**config.mk**
```make
export PLATFORM = sky130hd
export DESIGN_NAME = perip_mmio_responder
export DESIGN_NICKNAME = d
export VERILOG_FILES = /design/src/rtl/perip_mmio_responder_pkg.sv /design/src/rtl/seg_hex_decode.sv /design/src/rtl/perip_mmio_responder.sv
export SDC_FILE = /design/constraint.sdc
export NUM_CORES = 1
export LEC_CHECK = 0
export CORE_UTILIZATION = 35
export CTS_CLUSTER_SIZE = 28
export DETAILED_ROUTE_END_ITERATION = 16
export PLACE_DENSITY_LB_ADDON = 0.2
export RECOVER_POWER = 100
export REMOVE_ABC_BUFFERS = 1
export SLEW_MARGIN = 20
export SYNTH_ARGS = -nofsm -noshare
export SYNTH_HDL_FRONTEND = slang
export SYNTH_SLANG_ARGS = --single-unit
```
**constraint.sdc**
```tcl
create_clock -name clk -period 5.4 [get_ports clk]
set_input_delay 1.08 -clock clk [delete_from_list [all_inputs] [get_ports clk]]
set_output_delay 1.08 -clock clk [all_outputs]
set_load 0.01 [all_outputs]
```
**src/rtl/perip_mmio_responder_pkg.sv**
```systemverilog
`default_nettype none
// ============================================================================
// Module      : perip_mmio_responder_pkg
// Description : Shared definitions for the MMIO peripheral responder:
//               register offsets, access-size encodings, scan default and
//               lane-enable helpers.
// Revision    : 1.0 - initial release
// ============================================================================
package perip_mmio_responder_pkg;

    // Byte offsets of the registers inside the 64-byte window
    localparam logic [5:0] c_OFF_SEG  = 6'h00;
    localparam logic [5:0] c_OFF_DIP  = 6'h04;
    localparam logic [5:0] c_OFF_LED  = 6'h08;
    localparam logic [5:0] c_OFF_CTRL = 6'h0C;
    localparam logic [5:0] c_OFF_CNT  = 6'h10;

    // Default number of clk cycles each display digit stays lit
    localparam int c_SCAN_DIV_DEFAULT = 50000;

    // Access-size encodings carried on perip_mask
    typedef enum logic [1:0] {
        SIZE_BYTE     = 2'b00,
        SIZE_HALF     = 2'b01,
        SIZE_WORD     = 2'b10,
        SIZE_WORD_ALT = 2'b11
    } access_size_e;

    // Byte lanes touched by an access of the given size at the given address
    function automatic logic [3:0] lane_enables(input logic [1:0] mask,
                                                input logic [1:0] addr_lo);
        logic [3:0] be;
        case (access_size_e'(mask))
            SIZE_BYTE: be = 4'b0001 << addr_lo;
            SIZE_HALF: be = addr_lo[1] ? 4'b1100 : 4'b0011;
            default:   be = 4'b1111;
        endcase
        return be;
    endfunction

    // Replace only the enabled byte lanes of a register value
    function automatic logic [31:0] merge_lanes(input logic [31:0] old_val,
                                                input logic [31:0] new_val,
                                                input logic [3:0]  be);
        logic [31:0] res;
        res = old_val;
        for (int i = 0; i < 4; i++) begin
            if (be[i]) begin
                res[8*i +: 8] = new_val[8*i +: 8];
            end
        end
        return res;
    endfunction

endpackage
`default_nettype wire

```
**src/rtl/seg_hex_decode.sv**
```systemverilog
`default_nettype none
// ============================================================================
// Module      : seg_hex_decode
// Description : Combinational hex nibble to seven-segment decoder.
//               Output order is g..a, active-low (0 = segment lit).
// Revision    : 1.0 - initial release
// ============================================================================
module seg_hex_decode (
    input  logic [3:0] i_nibble,
    output logic [6:0] o_cathode
);

    // Lookup of the active-low segment pattern for each hex digit
    always_comb begin
        o_cathode = 7'h7F;
        case (i_nibble)
            4'h0: o_cathode = 7'h40;
            4'h1: o_cathode = 7'h79;
            4'h2: o_cathode = 7'h24;
            4'h3: o_cathode = 7'h30;
            4'h4: o_cathode = 7'h19;
            4'h5: o_cathode = 7'h12;
            4'h6: o_cathode = 7'h02;
            4'h7: o_cathode = 7'h78;
            4'h8: o_cathode = 7'h00;
            4'h9: o_cathode = 7'h10;
            4'hA: o_cathode = 7'h08;
            4'hB: o_cathode = 7'h03;
            4'hC: o_cathode = 7'h46;
            4'hD: o_cathode = 7'h21;
            4'hE: o_cathode = 7'h06;
            4'hF: o_cathode = 7'h0E;
            default: o_cathode = 7'h7F;
        endcase
    end

endmodule
`default_nettype wire

```
**src/rtl/perip_mmio_responder.sv**
```systemverilog
`default_nettype none
// ============================================================================
// Module      : perip_mmio_responder
// Description : MMIO slave with a 7-seg display register, DIP switch input,
//               LED register, control register and free-running cycle
//               counter. Reads return the whole register one cycle later.
// Revision    : 1.0 - initial release
// ============================================================================
module perip_mmio_responder
    import perip_mmio_responder_pkg::*;
#(
    parameter logic [31:0] BASE_ADDR = 32'h8020_0000,
    parameter int          SCAN_DIV  = c_SCAN_DIV_DEFAULT
) (
    input  logic        clk,
    input  logic        rst_n,
    input  logic [31:0] perip_addr,
    input  logic [31:0] perip_wdata,
    input  logic        perip_wen,
    input  logic [1:0]  perip_mask,
    output logic [31:0] perip_rdata,
    input  logic [6:0]  DIP,
    output logic [7:0]  anode,
    output logic [6:0]  cathode,
    output logic        dp,
    output logic [7:0]  led
);

    localparam int c_PRE_W = (SCAN_DIV > 1) ? $clog2(SCAN_DIV) : 1;

    // Registers
    logic [31:0]        r_seg;
    logic [7:0]         r_led;
    logic               r_run;
    logic [7:0]         r_dpmask;
    logic [31:0]        r_cnt;
    logic [6:0]         r_dip_s1;
    logic [6:0]         r_dip_s2;
    logic [31:0]        r_rdata;
    logic [c_PRE_W-1:0] r_pre;
    logic [2:0]         r_digit;
    logic [7:0]         r_anode;
    logic [6:0]         r_cathode;
    logic               r_dp;

    // Decode
    logic               w_hit;
    logic [5:0]         w_off;
    logic [3:0]         w_be;
    logic               w_wr;
    logic               w_seg_wr;
    logic               w_led_wr;
    logic               w_ctrl_wr;
    logic               w_clear;
    logic [31:0]        w_rd;
    logic               w_pre_wrap;
    logic [6:0]         w_digit_cathode;

    // Any address whose upper 26 bits match the base lies inside the window
    assign w_hit     = (perip_addr[31:6] == BASE_ADDR[31:6]);
    assign w_off     = {perip_addr[5:2], 2'b00};
    assign w_be      = lane_enables(perip_mask, perip_addr[1:0]);
    assign w_wr      = perip_wen & w_hit;
    assign w_seg_wr  = w_wr && (w_off == c_OFF_SEG);
    assign w_led_wr  = w_wr && (w_off == c_OFF_LED);
    assign w_ctrl_wr = w_wr && (w_off == c_OFF_CTRL);
    // Clear is a pulse carried by the write itself and never stored
    assign w_clear   = w_ctrl_wr & w_be[0] & perip_wdata[1];

    // Two-flop synchroniser for the asynchronous switch inputs
    always_ff @(posedge clk or negedge rst_n) begin
        if (!rst_n) begin
            r_dip_s1 <= '0;
            r_dip_s2 <= '0;
        end else begin
            r_dip_s1 <= DIP;
            r_dip_s2 <= r_dip_s1;
        end
    end

    // Writable registers updated lane-by-lane on a write strobe
    always_ff @(posedge clk or negedge rst_n) begin
        if (!rst_n) begin
            r_seg    <= '0;
            r_led    <= '0;
            r_run    <= 1'b0;
            r_dpmask <= '0;
        end else begin
            if (w_seg_wr) begin
                r_seg <= merge_lanes(r_seg, perip_wdata, w_be);
            end
            if (w_led_wr && w_be[0]) begin
                r_led <= perip_wdata[7:0];
            end
            if (w_ctrl_wr && w_be[0]) begin
                r_run <= perip_wdata[0];
            end
            if (w_ctrl_wr && w_be[1]) begin
                r_dpmask <= perip_wdata[15:8];
            end
        end
    end

    // Cycle counter; a clear in the same cycle overrides counting
    always_ff @(posedge clk or negedge rst_n) begin
        if (!rst_n) begin
            r_cnt <= '0;
        end else if (w_clear) begin
            r_cnt <= '0;
        end else if (r_run) begin
            r_cnt <= r_cnt + 32'd1;
        end
    end

    // Read mux sees register contents from before any same-cycle write
    always_comb begin
        w_rd = '0;
        if (w_hit) begin
            case (w_off)
                c_OFF_SEG:  w_rd = r_seg;
                c_OFF_DIP:  w_rd = {25'd0, r_dip_s2};
                c_OFF_LED:  w_rd = {24'd0, r_led};
                c_OFF_CTRL: w_rd = {16'd0, r_dpmask, 7'd0, r_run};
                c_OFF_CNT:  w_rd = r_cnt;
                default:    w_rd = '0;
            endcase
        end
    end

    // Read data is registered, giving one cycle of latency
    always_ff @(posedge clk or negedge rst_n) begin
        if (!rst_n) begin
            r_rdata <= '0;
        end else begin
            r_rdata <= w_rd;
        end
    end

    assign w_pre_wrap = (r_pre == c_PRE_W'(SCAN_DIV - 1));

    // Prescaler and digit index for display multiplexing
    always_ff @(posedge clk or negedge rst_n) begin
        if (!rst_n) begin
            r_pre   <= '0;
            r_digit <= '0;
        end else if (w_pre_wrap) begin
            r_pre   <= '0;
            r_digit <= r_digit + 3'd1;
        end else begin
            r_pre   <= r_pre + c_PRE_W'(1);
        end
    end

    seg_hex_decode u_seg_hex_decode (
        .i_nibble  (r_seg[4*r_digit +: 4]),
        .o_cathode (w_digit_cathode)
    );

    // Registered display drive for the currently selected digit
    always_ff @(posedge clk or negedge rst_n) begin
        if (!rst_n) begin
            r_anode   <= 8'hFE;
            r_cathode <= 7'h40;
            r_dp      <= 1'b1;
        end else begin
            r_anode   <= ~(8'b0000_0001 << r_digit);
            r_cathode <= w_digit_cathode;
            r_dp      <= ~r_dpmask[r_digit];
        end
    end

    assign perip_rdata = r_rdata;
    assign anode       = r_anode;
    assign cathode     = r_cathode;
    assign dp          = r_dp;
    assign led         = r_led;

endmodule
`default_nettype wire

```
[Word-level counts from Yosys, hierarchy flattened]
Memories as Yosys holds them, arrays and structs flattened. A register that Yosys moved wholly into a read port is not among the register bits.
Cells that the tools add are included.
Storage, ports and cells
  output and inout port bits: 56
  word-level logic and storage cells: 58
  input bits: 76
  register bits: 155
  bits in read-only memories: 112
  memories kept: 1
Operators by class
  multiplexer cells: 9
  reductions and logical operators: 14
  bitwise operators: 5
  shifts and indexed selects: 3
  order comparisons: 1
  eq/ne operators: 7
  $add $sub $neg: 3
Memories
  (name not given): words 16, width 7, rd ports 1, clocked after Yosys merged registers in 1, write ports 0, line seg_hex_decode.sv:16  | case (i_nibble)
Operators with widths (count)
  $pmux 32 s5: 1
  $mux 32: 3
  $add 32x1->32 const B: 1
  $shiftx 32x6->4: 1
  $eq 26x26->1 const B: 1
  $add 16x1->16 const B: 1
  $eq 16x16->1 const B: 1
  $mux 16: 1
  $eq 4x2->1 const B: 2
  $not 8->8: 1
  $pmux 4 s2: 1
  $reduce_and 2->1: 4
  $shl 1x3->8 const A: 1
  $logic_and 1x1->1: 6
  $logic_not 6->1: 1
  $eq 4x1->1 const B: 1
  $eq 4x3->1 const B: 1
  $lt 3x4->1 const B: 1
  $mux 4: 1
  $shl 1x2->4 const A: 1
  $add 3x1->3 const B: 1
  $and 1x1->1: 3
  $bmux 1 s3: 1
  $eq 2x1->1 const B: 1
  5 further kinds: 5

[Depth between registers and ports, before layout]
  word-level depth: 6
  gate-level depth with buffers: 9

[Hierarchy]
Synthesis repeated with hierarchy kept, for this count alone.
Unflattened totals
  cell total of the unflattened synthesis: 588
  area, all modules: 7154.4 µm²
Modules (own cells, without submodules)
  perip_mmio_responder: cells each 557, area an instance 6892.9 µm², instances 1
  seg_hex_decode: cells each 31, area an instance 261.5 µm², instances 1

[Worst setup path before layout]
Ideal clock, no wire load.
  path type: in2reg
  from: in perip_addr[15]
  to: reg r_seg[0]
  arrival: 2.860 ns
  slack: 2.415 ns
  buffers on the path: 1
  cell stages on the path: 6
  cells stage by stage: or4_1 -> nor3_2 -> nand4_4 -> buf_6 -> nor3_4 -> mux2_2
Between the ends
  cells in the longest elaborated chain, start to end: 4
Ends and longest elaborated chain
  from (decl): line perip_mmio_responder.sv:17  | input logic [31:0] perip_addr,
  $eq 26x26->1: line perip_mmio_responder.sv:60  | assign w_hit = (perip_addr[31:6] == BASE_ADDR[31:6]);
  $and 1x1->1: line perip_mmio_responder.sv:63  | assign w_wr = perip_wen & w_hit;
  $logic_and 1x1->1: line perip_mmio_responder.sv:64  | assign w_seg_wr = w_wr && (w_off == c_OFF_SEG);
  $reduce_and 2->1 (no source line)
  to (signal assigned): line perip_mmio_responder.sv:90  | r_seg <= merge_lanes(r_seg, perip_wdata, w_be);
  to (decl): line perip_mmio_responder.sv:32  | logic [31:0] r_seg;
No other way between the ends.
A chain may end at the register's enable or synchronous reset.

[Final worst setup path]
  from: in perip_addr[15]
  to: reg r_seg[19]
Same word-level chain as after synthesis.

==> results by group <==
Status
  – Status: finished with violations
  – Violations in the final reports: capacitance limit, slew limit

Placement
  – IO buf count: roughly 130
  – Post-Place Worst Slack: roughly 1.4 ns
  – RD Place Congestion: 0.7822
  – Placed wire-length estimate: about 13000 µm

Clocking
  – Clk Latency, worst-skew pair: 0.43 ns
  – H-tree depth: 4
  – CTS Buffer Depth: 2
  – CTS buffer count: 17
  – Clk Tree Root Cell: clkbuf_16
  – Post-CTS Resized: 0
  – CTS hold repair buffers: 0
  – Setup bufs post-CTS: 0
  – Clock slew at reported path FFs: approximately 0.060 ns
  – CTS tree: yes
  – Clk sinks: around 160

Setup path
  – Element type at the critical path end: register
  – Critical-path cell list: dlygate4sd3_1 > or4_1 > nor3_1 > nand4_4 > nor3_1 > mux2_2
  – Worst path depth: 6
  – Bufs and invs on worst path: 1
  – Startpoint Class: primary input
  – Crit Path Category: primary input to register
  – CP dominant cell by count: nor3_1
  – WP data arrival: 4.38 ns
  – Critical Path RT: between 5 and 6 ns
  – Crit-path slowest cell: nor3_1
  – CP Max Fanout: 25
  – Delay of the slowest cell on the worst path: around 1.2 ns
  – Reg2Reg Depth: 6
  – Family with the most delay on the worst path: simple AND/OR/NAND/NOR gates

Route
  – Met3 Routed Length: ~860 µm
  – DRT iter0 DRCs: between 300 and 400
  – Routed len/inst: around 18 µm
  – Post-route DRC: 0
  – Via Count: 5016
  – DR top layer: met4
  – Met1 Routed Length: slightly above 8000 µm
  – Routed WL: around 18000 µm
  – Met2 routed WL: roughly 8600 µm
  – DRT Pass-1 Iters: 6
  – Antenna Violating Nets Remaining: 0
  – Vias per std cell: 5.056

Logic synthesis
  – Post-Synth XOR/XNOR Area: 0.05651
  – Main combinational cell family by area after synthesis: simple AND/OR/NAND/NOR gates
  – Post-synthesis sequential area ratio: 0.5702
  – Adder-Cell Fraction of Synth Area: 0.02457
  – Mapped Area: approximately 7100 µm²
  – Compound-Gate Fraction of Synth Area: 0.05704
  – Flops & latches, synth: about 160
  – Yosys Warn Count: 0
  – Simple-gate share of the synthesized area: 0.1404
  – Gate count after technology mapping: about 580
  – Synth unique cells: about 40
  – Mux cell area share after synthesis: 0.1309
  – Avg Inst Size Synth: roughly 12 µm²

Global route
  – Total gr overflow: 0
  – Initial antenna violation count: 0
  – Vias in the first global route: roughly 5.4k
  – Total track usage: 0.1848
  – Global-route wire length before repair: approximately 29000 µm
  – Pin count of the biggest net entering global routing: 67

Timing
  – Peak Freq: about 240 MHz
  – Worst-Margin Slew: roughly 2.4 ns
  – Slew Limit Fails: 44
  – Final setup vio count: 0
  – Post-route minimum period: 4.087 ns
  – Tcrit/Tclk final: 0.7568
  – Final worst slack: between 1 and 1.5 ns
  – Max transition margin: -0.5686
  – Hold slack: 0.3487 ns
  – RSZ-0062 raised after global routing: false
  – Final Skew: approximately 0.019 ns
  – Setup TNS Final: 0 ns
  – Final hold violation count: 0

Min path
  – Hold WC Path Type: register to register
  – Hold depth: 0

Power
  – Peak VDD IR: about 0.19 mV
  – P_leak: roughly 4.0 nW
  – PwrDens: between 200 and 300 nW/µm²

Finish
  – Area Overhead vs Synth: 29.54%
  – Final net count: between 800 and 900
  – Layout cell share with drive strength beyond 1: 0.1554
  – Final core utilization: 0.4684
  – Diodes inserted: 0

Floorplanning
  – Die width: 144.7 µm
  – Die Ht: 144.7 µm
  – Initial core utilization: 0.3616
  – Ports: 132
  – # rows: between 50 and 60
  – CORE AREA: between 15000 and 20000 µm²
  – Die ar.: ~21000 µm²

Job
  – MaxCap Viol Count: 1
## final timing paths
path / startpoint / endpoint / slack, ns
max in group asynchronous: rst_n / r_pre[12] / 1.71
min: r_dip_s1[0] / r_dip_s2[0] / 0.35
max reg2reg: r_digit[0] / cathode[0] / 2.50
min reg2reg: r_dip_s1[0] / r_dip_s2[0] / 0.35
min in group asynchronous: rst_n / r_cnt[15] / 1.37
max: perip_addr[15] / r_seg[19] / 1.31
## cell usage after synthesis
master,number,share of area
and3_1,10,0.0088
o21bai_1,1,0.0011
o2bb2ai_1,1,0.0012
nand3_1,20,0.014
ha_1,14,0.025
o31ai_1,1,0.0011
inv_1,14,0.0074
nand2_1,31,0.016
dfstp_2,9,0.033
a21oi_1,10,0.0070
and2_1,1,0.00088
a222oi_1,16,0.022
or4_1,1,0.0011
buf_6,1,0.0016
nor4_1,6,0.0053
nor3_2,5,0.0070
xor2_1,34,0.042
xnor2_1,12,0.015
nand4_1,15,0.013
nor2_1,81,0.043
nor3_1,8,0.0056
mux2_2,51,0.081
and4_1,3,0.0037
o21ba_2,1,0.0014
nand4_4,1,0.0030
nor4_2,2,0.0035
clkbuf_1,14,0.0074
o21ai_0,2,0.0014
buf_2,5,0.0035
dfrtp_1,153,0.54
mux4_2,10,0.032
mux2i_2,1,0.0019
nor4b_2,1,0.0021
nand2b_1,2,0.0018
nor4b_1,5,0.0061
mux2i_1,12,0.017
nor3_4,2,0.0046
a22o_1,2,0.0025
buf_1,1,0.00053
nor2b_1,1,0.00088
a22oi_1,18,0.019
## layout by cell type (no fill, tap or decap), types with 4 or more instances in the layout
cell             netlist  layout
clkinvlp_4             0       5
a21oi_1               10      10
clkdlybuf4s50_1        0      66
dfrtp_1              153     153
inv_1                 14      14
nor4b_1                5       4
nand3_1               20      20
ha_1                  14      14
a222oi_1              16      16
nor3_1                 8      15
dlygate4sd3_1          0      64
buf_4                  0       5
xor2_1                34      34
mux2i_1               12      12
xnor2_1               12      12
and3_1                10      10
inv_6                  0       5
nand2_1               31      31
dfstp_2                9       9
mux2_2                51      51
a22oi_1               18      18
nor4_1                 6       6
mux4_2                10      10
nand4_1               15      15
clkbuf_1              14       4
clkbuf_16              0      17
nor2_1                81      81
## kinds of logic after synthesis
logic type	Yosys count
compound gates	52
fa+ha+maj	14
flops	162
buf+inv	35
simple gates	195
mux	74
xor+xnor	46
## per-layer routing
layer  track usage  up-vias
li1              -     2341
met1        0.2438     2523
met2        0.3004      139
met3       0.04705       13
met4       0.05208        0
met5             0        -
## flip-flops by register name (all words and copies together) (netlist names)
name         cells
perip_rdata     32
r_cnt           32
r_seg           32
r_pre           16
anode            8
led              8
r_dpmask         8
cathode          7
r_dip_s1         7
r_dip_s2         7
r_digit          3
dp               1
r_run            1
## power breakdown
| group | total [W] | leakage, nW | switching [W] | internal (W) |
|---|---|---|---|---|
| Combinational | 0.000106 | 1.76 | 0.0000509 | 0.0000550 |
| Clock | 0.00111 | 0.249 | 0.000512 | 0.000598 |
| Sequential | 0.00122 | 2.02 | 0.00000158 | 0.00122 |
## metrics by stage
stage	cell area, µm²	std cells	power, W
5_1_grt	9235	992	0.002520
2_1_floorplan	7037	557	0.001259
6_report	9235	992	0.002436
4_1_cts	9311	992	0.002468
3_3_place_gp	8763	960	0.001353
3_5_place_dp	8772	960	0.001355
## final cells by class
class,count,area [µm²]
fill,1770,10480
sequential,162,4065
multi-input combinational,381,2895
timing repair buffer,138,1351
clock buffer,19,432.9
tap,265,331.6
clock inverter,13,106.4
inverter,14,52.55
(Power assumes the default switching activity.)
